--- src/rtl/key_pkg.sv ---
// Shared types and constants for the key debounce front-end: FSM state encoding,
// pin polarity and 50 MHz default timing constants.
package key_pkg;

    typedef enum logic [1:0] {
        IDLE         = 2'd0,
        PRESS_WAIT   = 2'd1,
        PRESSED      = 2'd2,
        RELEASE_WAIT = 2'd3
    } key_fsm_e;

    localparam logic KEY_ACTIVE_LOW = 1'b0;

    localparam int CLK_HZ              = 50_000_000;
    localparam int DEF_DEBOUNCE_CYCLES = CLK_HZ / 50;  // 20 ms
    localparam int DEF_LONG_CYCLES     = CLK_HZ;       // 1 s
    localparam int DEF_REPEAT_CYCLES   = CLK_HZ / 5;   // 200 ms

    // Counter width for a count range of n, never narrower than one bit.
    function automatic int cnt_width(input int n);
        return (n > 1) ? $clog2(n) : 1;
    endfunction

endpackage

--- src/rtl/key_debounce_ctrl_sync_2ff.sv ---
// Generic two-flop synchroniser for a single asynchronous bit; both flops
// load RST_VAL on synchronous reset.
module sync_2ff #(
    parameter logic RST_VAL = 1'b0
) (
    input  logic clk,
    input  logic rst,
    input  logic d,
    output logic q
);

    logic meta;

    // NOTE: clocked state uses non-blocking assignments so both flops sample
    // their inputs on the same edge; blocking here would collapse the chain.
    always_ff @(posedge clk) begin
        if (rst) begin
            meta <= RST_VAL;
            q    <= RST_VAL;
        end else begin
            meta <= d;
            q    <= meta;
        end
    end

endmodule

--- src/rtl/key_debounce_ctrl.sv ---
// Key debounce controller: synchronised, debounced key level with press,
// release and long-press strobes plus a wrapping press counter.
// Optional auto-repeat after long press is enabled by defining KEY_REPEAT_EN.
module key_debounce_ctrl
    import key_pkg::*;
#(
    parameter int   DEBOUNCE_CYCLES = DEF_DEBOUNCE_CYCLES,
    parameter int   LONG_CYCLES     = DEF_LONG_CYCLES,
    parameter int   REPEAT_CYCLES   = DEF_REPEAT_CYCLES,
    parameter logic KEY_ACTIVE      = KEY_ACTIVE_LOW
) (
    input  logic       clk,
    input  logic       rst,
    input  logic       key_in,
    output logic       key_state,
    output logic       press_pulse,
    output logic       release_pulse,
    output logic       long_pulse,
    output logic [7:0] press_cnt
);

    localparam int DW = cnt_width(DEBOUNCE_CYCLES);
    // Hold counter must be able to sit at LONG_CYCLES once saturated.
    localparam int HW = cnt_width(LONG_CYCLES + 1);

    logic     sync_key;
    logic     key_act;
    key_fsm_e state_q, state_d;
    logic [DW-1:0] cnt_q, cnt_d;
    logic [HW-1:0] hold_q, hold_d;
    logic     key_state_d, press_d, release_d, long_d;

    sync_2ff #(.RST_VAL(~KEY_ACTIVE)) u_sync (
        .clk (clk),
        .rst (rst),
        .d   (key_in),
        .q   (sync_key)
    );

    assign key_act = (sync_key == KEY_ACTIVE);

`ifdef KEY_REPEAT_EN
    localparam int RW = cnt_width(REPEAT_CYCLES);
    logic [RW-1:0] rpt_q, rpt_d;
`else
    // Repeat period has no effect while auto-repeat is compiled out.
    logic unused_repeat;
    assign unused_repeat = ^REPEAT_CYCLES;
`endif

    // NOTE: every signal written here gets a default first, so no path can
    // leave one unassigned and infer a latch.
    always_comb begin
        state_d     = state_q;
        cnt_d       = cnt_q;
        hold_d      = hold_q;
        key_state_d = key_state;
        press_d     = 1'b0;
        release_d   = 1'b0;
        long_d      = 1'b0;

        case (state_q)
            IDLE: begin
                if (key_act) begin
                    state_d = PRESS_WAIT;
                    cnt_d   = '0;
                end
            end
            PRESS_WAIT: begin
                if (!key_act) begin
                    state_d = IDLE;
                end else if (cnt_q == DW'(DEBOUNCE_CYCLES - 1)) begin
                    state_d     = PRESSED;
                    key_state_d = 1'b1;
                    press_d     = 1'b1;
                    hold_d      = '0;
                end else begin
                    cnt_d = cnt_q + DW'(1);
                end
            end
            PRESSED: begin
                if (hold_q != HW'(LONG_CYCLES)) hold_d = hold_q + HW'(1);
                if (hold_q == HW'(LONG_CYCLES - 1)) long_d = 1'b1;
                if (!key_act) begin
                    state_d = RELEASE_WAIT;
                    cnt_d   = '0;
                end
            end
            RELEASE_WAIT: begin
                // Release bounce returns to PRESSED with hold_q untouched.
                if (key_act) begin
                    state_d = PRESSED;
                end else if (cnt_q == DW'(DEBOUNCE_CYCLES - 1)) begin
                    state_d     = IDLE;
                    key_state_d = 1'b0;
                    release_d   = 1'b1;
                end else begin
                    cnt_d = cnt_q + DW'(1);
                end
            end
            default: state_d = IDLE;
        endcase

`ifdef KEY_REPEAT_EN
        // Repeat timer runs only while staying in PRESSED after the long press.
        rpt_d = '0;
        if (state_q == PRESSED && key_act && hold_q == HW'(LONG_CYCLES)) begin
            if (rpt_q == RW'(REPEAT_CYCLES - 1)) press_d = 1'b1;
            else                                 rpt_d   = rpt_q + RW'(1);
        end
`endif
    end

    always_ff @(posedge clk) begin
        if (rst) begin
            state_q       <= IDLE;
            cnt_q         <= '0;
            hold_q        <= '0;
            key_state     <= 1'b0;
            press_pulse   <= 1'b0;
            release_pulse <= 1'b0;
            long_pulse    <= 1'b0;
            press_cnt     <= '0;
`ifdef KEY_REPEAT_EN
            rpt_q         <= '0;
`endif
        end else begin
            state_q       <= state_d;
            cnt_q         <= cnt_d;
            hold_q        <= hold_d;
            key_state     <= key_state_d;
            press_pulse   <= press_d;
            release_pulse <= release_d;
            long_pulse    <= long_d;
            press_cnt     <= press_cnt + 8'(press_d);
`ifdef KEY_REPEAT_EN
            rpt_q         <= rpt_d;
`endif
        end
    end

endmodule

--- config.mk ---
export PLATFORM = sky130hd
export DESIGN_NAME = key_debounce_ctrl
export DESIGN_NICKNAME = d
export VERILOG_FILES = /design/src/rtl/key_pkg.sv /design/src/rtl/key_debounce_ctrl_sync_2ff.sv /design/src/rtl/key_debounce_ctrl.sv
export SDC_FILE = /design/constraint.sdc
export NUM_CORES = 1
export LEC_CHECK = 0
export ABC_AREA = 1
export CAP_MARGIN = 5
export CORE_MARGIN = 5
export CORE_UTILIZATION = 55
export CTS_CLUSTER_DIAMETER = 50
export DETAILED_ROUTE_END_ITERATION = 6
export PLACE_DENSITY_LB_ADDON = 0.15
export SKIP_LAST_GASP = 1
export SLEW_MARGIN = 15
export SYNTH_ARGS = -nofsm -noshare
export SYNTH_HDL_FRONTEND = slang
export SYNTH_HIERARCHICAL = 1
export SYNTH_SLANG_ARGS = --single-unit
--- constraint.sdc ---
create_clock -name clk -period 2.2 [get_ports clk]
set_input_delay 0.33 -clock clk [delete_from_list [all_inputs] [get_ports clk]]
set_output_delay 0.33 -clock clk [all_outputs]
set_load 0.005 [all_outputs]
-- After elaboration in Yosys (flattened, before gate mapping)
Index checks and enable logic that the tools add are counted.
- input port bits: 3
- register bits: 62
- word-level logic and storage cells: 66
- output and inout bits: 12
- bitwise gates (word level): 3
- equal/unequal tests: 15
- muxes and demuxes: 26
- reduce and logical (&&, ||, !) cells: 9
- add/subtract/negate cells: 3
- operator list (operator ; number):
    $mux W20 ; 5
    $pmux W20 S4 ; 1
    $mux W26 ; 3
    $pmux W26 S2 ; 1
    $add A26 B1 Y26 const B ; 1
    $eq A26 B26 Y1 const B ; 1
    $ne A26 B26 Y1 const B ; 1
    $add A20 B1 Y20 const B ; 1
    $eq A20 B20 Y1 const B ; 1
    $mux W2 ; 6
    $reduce_and A4 Y1 ; 3
    $ne A2 B2 Y1 const B ; 5
    $add A8 B1 Y8 ; 1
    $mux W1 ; 8
    $pmux W2 S4 ; 1
    $reduce_and A5 Y1 ; 1
    $eq A2 B2 Y1 const B ; 2
    $ne A2 B1 Y1 const B ; 2
    $reduce_bool A2 Y1 ; 2
    $ne A3 B2 Y1 const B ; 1
    $ne A3 B3 Y1 const B ; 1
    $not A1 Y1 ; 3
    $reduce_or A3 Y1 ; 1
    $eq A2 B1 Y1 const B ; 1
    3 further kinds ; 3

-- Logic depth before layout (Yosys ltp)
- depth in word-level cells: 5
- depth in mapped cells: 14
- gate-level depth less buffers: 14

-- Cells and area by module
Netlist, hierarchy kept.
- by module, submodules not included (module ; times used ; seq. area each (µm²) ; cells an instance ; area an instance (µm²)):
    key_debounce_ctrl ; 1 ; 1201.2 ; 559 ; 3676.0
    sync_2ff ; 1 ; 40.0 ; 7 ; 58.8

-- Worst setup path before layout
Ideal clock, no wire load.
- path kind: reg2reg
- from: reg cnt_q[0]
- to: reg press_cnt[6]
- arrival time: 1.963 ns
- stages on the path, launching flop included: 14
- required time: 2.082 ns
- period minus slack after synthesis: 2.081 ns
- path slack: 0.119 ns
- buffers on the path: 0
- cells stage by stage: dfxtp_1 -> ha_1 -> nand2_2 -> nor2_8 -> nand3_2 -> nor2_4 -> nand2_4 -> inv_1 -> ha_1 -> ha_1 -> nand2_1 -> nor2_1 -> nand4_1 -> nor3b_1
- word-level cells in the longest chain between the ends: 5
- ends and longest elaborated chain (element ; RTL line ; RTL):
    start: declaration ; key_debounce_ctrl.sv:29 ; logic [DW-1:0] cnt_q, cnt_d;
    start signal: assignment ; key_debounce_ctrl.sv:129 ; cnt_q <= cnt_d;
    $eq A20 B20 Y1 ; key_debounce_ctrl.sv:72 ; end else if (cnt_q == DW'(DEBOUNCE_CYCLES - 1)) begin
    $mux W1 ; key_debounce_ctrl.sv:72 ;
    $mux W1 ; key_debounce_ctrl.sv:70 ; if (!key_act) begin
    $mux W1 ; key_debounce_ctrl.sv:62 ; case (state_q)
    named net press_d ; key_debounce_ctrl.sv:31 ; logic key_state_d, press_d, release_d, long_d;
    $add A8 B1 Y8 ; key_debounce_ctrl.sv:135 ; press_cnt <= press_cnt + 8'(press_d);
    end signal: assignment ; key_debounce_ctrl.sv:135 ;
    end: declaration ; key_debounce_ctrl.sv:19 ; output logic [7:0] press_cnt
The timed path passes the listed nets, and every way through them passes these cells.
A chain may end at the register's enable or synchronous reset.

-- Final worst setup path
Same ends and word-level chain as after synthesis.

==> out/qor.yml <==
outcome: "complete, no violations"
grt_pass1_vias: 3321
crit_type: "reg2reg"
yosys.area.top_type_share_pct: 33.2
synth-seq-cells: 62
yosys.cell_types.count: 41
syn_inst: 566
htree_levels: 3
yosysSeqAreaShare_pct: 33.2
ant_nets: 0
min_period_ns: 2.07
clkTransAtPathRegs_ns: 0.08
finalPower_mw: 2.43
final_layout_size_suffix_gt1_share_pct: 16.1
wl_um: 9080
via_count: 3655
die_x_um: 92.4
relSlewSlack_pct: 54.0
ys_top_cells_by_count: "140 x nand2_1, 98 x nor2_1, 62 x dfxtp_1"
drv_slew: 0
async_reset_ff_share_pct: 0
start_util_pct: 55.6
yosysMostFrequentCell: "nand2_1"
hold_viol: 0
die_y_um: 92.4
setup_viol: 0
ioPinCount: 15
synthToLayoutAreaGrowth_pct: 15.0
vdd_drop_max_v: 0.000414
die_area_um2: 8540
root_buffer: "clkbuf_8"
drt-initial-drc-count: 130
tightest_slew_ns: 0.687
drt_first_pass_iters: 5
clock_skew_ns: 0.00989
synth_area_per_cell_um2: 6.60
rows: 30
grt.total_usage_pct: 21.8
synth-edff-count: 0
holdBufCountCts: 0
yosysWarnings: 6
cts.path.max_buffers: 2
avgViaCountPerCell: 5.35
grt_pass1_wl_um: 14900
fmax_mhz: 482
postPlaceCellArea_um2: 3970
synth_top_area_cell: "dfxtp_1"
hpwlAfterDp_um: 6700
post-route-period-util_pct: 94.2
avgRoutedWirePerCell_um: 13.3
critPathLaunch: "cnt_q[0]"
clk_latency_ns: 0.35
cts_buffers: 9
overflow: 0
worstPathRequired_ns: 2.48
diodes: 0
fin_area_um2: 4300
syn-num-nets: 574
ys.flop_type: "dfxtp_1"
cp-start-kind: "register"
critPathMaxFanout: 4
io_buffers: 14
fin_nets: 606
grt_max_degree: 19
hp-start: "u_sync/meta"
power_density_nw_per_um2: 565
syn_area_um2: 3730
synth.top_cells.by_area: "dfxtp_1 33%, nand2_1 14%, nor2_1 9.8%, inv_1 6.1%, nand3_1 5.2%"
rr_startpoint: "cnt_q[0]"
maxCapViolCount: 0
end_kind: "register"
gp_congestion: 0.954
drc: 0
core_area_um2: 6720
cts_tree: "yes"
min_path_type: "reg2reg"
clock-sinks: 62
critPathArrivalTime_ns: 2.36
leakagePower_nw: 1.68
antenna_found_initial: 0
## report_power, final
group          switching, mW  internal [mW]
sequential           0.00121           1.12
combinational         0.0419         0.0167
clock                  0.488          0.755
total                  0.531           1.90
## layer usage
layer,part of all wire (%),vias up,track usage [%]
li1,-,1874,-
met1,42,1674,25.9
met2,50,82,37.5
met3,4.7,25,4.14
met4,2.8,0,10.4
met5,0,-,0
## registers in the layout (all words and copies together) (netlist names), named ones only
name	cells
long_pulse	1
key_state	1
u_sync/meta	1
press_cnt	8
hold_q	26
cnt_q	20
release_pulse	1
u_sync/q	1
press_pulse	1
state_q	1
## layout by cell type (no fill, tap or decap), drive strengths merged
cell,netlist,routed
o21a,6,6
nand4,12,12
nor2,111,111
nor3,15,15
clkinv,1,3
clkbuf,3,9
or2,7,7
dfxtp,62,62
nor4,2,2
xnor2,4,4
o21bai,2,2
bufinv,0,3
a21oi,34,34
buf,6,16
and3,1,1
clkinvlp,0,2
inv,66,66
nand2,156,156
o21ai,21,21
nand3,42,42
clkdlybuf4s50,0,14
ha,5,5
a31oi,3,3
xor2,4,4
o211ai,1,1
nor3b,2,2
## stage by stage
stage | util (%) | instances | setup TNS, ns | worst slack, ns | hold slack [ns]
after floorplan | - | 566 | 0 | 0.119 | 0.380
after global placement | 59.1 | 663 | 0 | 0.0985 | 0.384
after detailed placement | 59.1 | 663 | 0 | 0.00895 | 0.393
after CTS | 62.8 | 679 | 0 | 0.0552 | 0.412
after global routing | 63.9 | 683 | -0.0156 | -0.0156 | 0.445
final | 63.9 | 683 | 0 | 0.127 | 0.415
## critical path, cell delays in order (launching register included)
cell and delay [ns]:
dfxtp_2 0.36, ha_4 0.15, nand2_4 0.07, nor2_8 0.14, nand3_4 0.09, nor2_4 0.18
nand2_4 0.09, inv_1 0.07, ha_2 0.19, ha_2 0.19, nand2_2 0.07, nor2_4 0.13
a31oi_1 0.09, nor3b_1 0.19
## area by class of cell
type,count,area (um2)
multi-input combinational,428,2190
timing repair buffer,30,260
fill,635,2420
clock inverter,7,123
tap,80,100
sequential,62,1240
clock buffer,9,124
inverter,67,251
## logic make-up after synthesis
logic type | count (synthesis) | synth area share (%)
AO/OA/AOI/OAI | 67 | 10.7
XOR/XNOR | 8 | 1.88
adder cells (fa/ha/maj) | 5 | 1.68
buffers and inverters | 76 | 9.28
flip-flops | 62 | 33.2
AND/OR/NAND/NOR | 348 | 43.2
## what timing repair did
item | 4_1_cts | 5_1_grt
endpoints found under the setup margin | 1 | 3
gates resized for setup | 1 | 12
pin swaps | 0 | 5
buffers inserted | 0 | 4
## worst paths after layout
| check | to | slack, ns | depth (start not counted) |
|---|---|---|---|
| setup / recovery | press_cnt[6] | 0.13 | 13 |
| hold / removal | u_sync/q | 0.41 | 2 |
| setup reg to reg | press_cnt[6] | 0.13 | 13 |
| hold reg to reg | u_sync/q | 0.41 | 2 |
(Power assumes the default switching activity.)
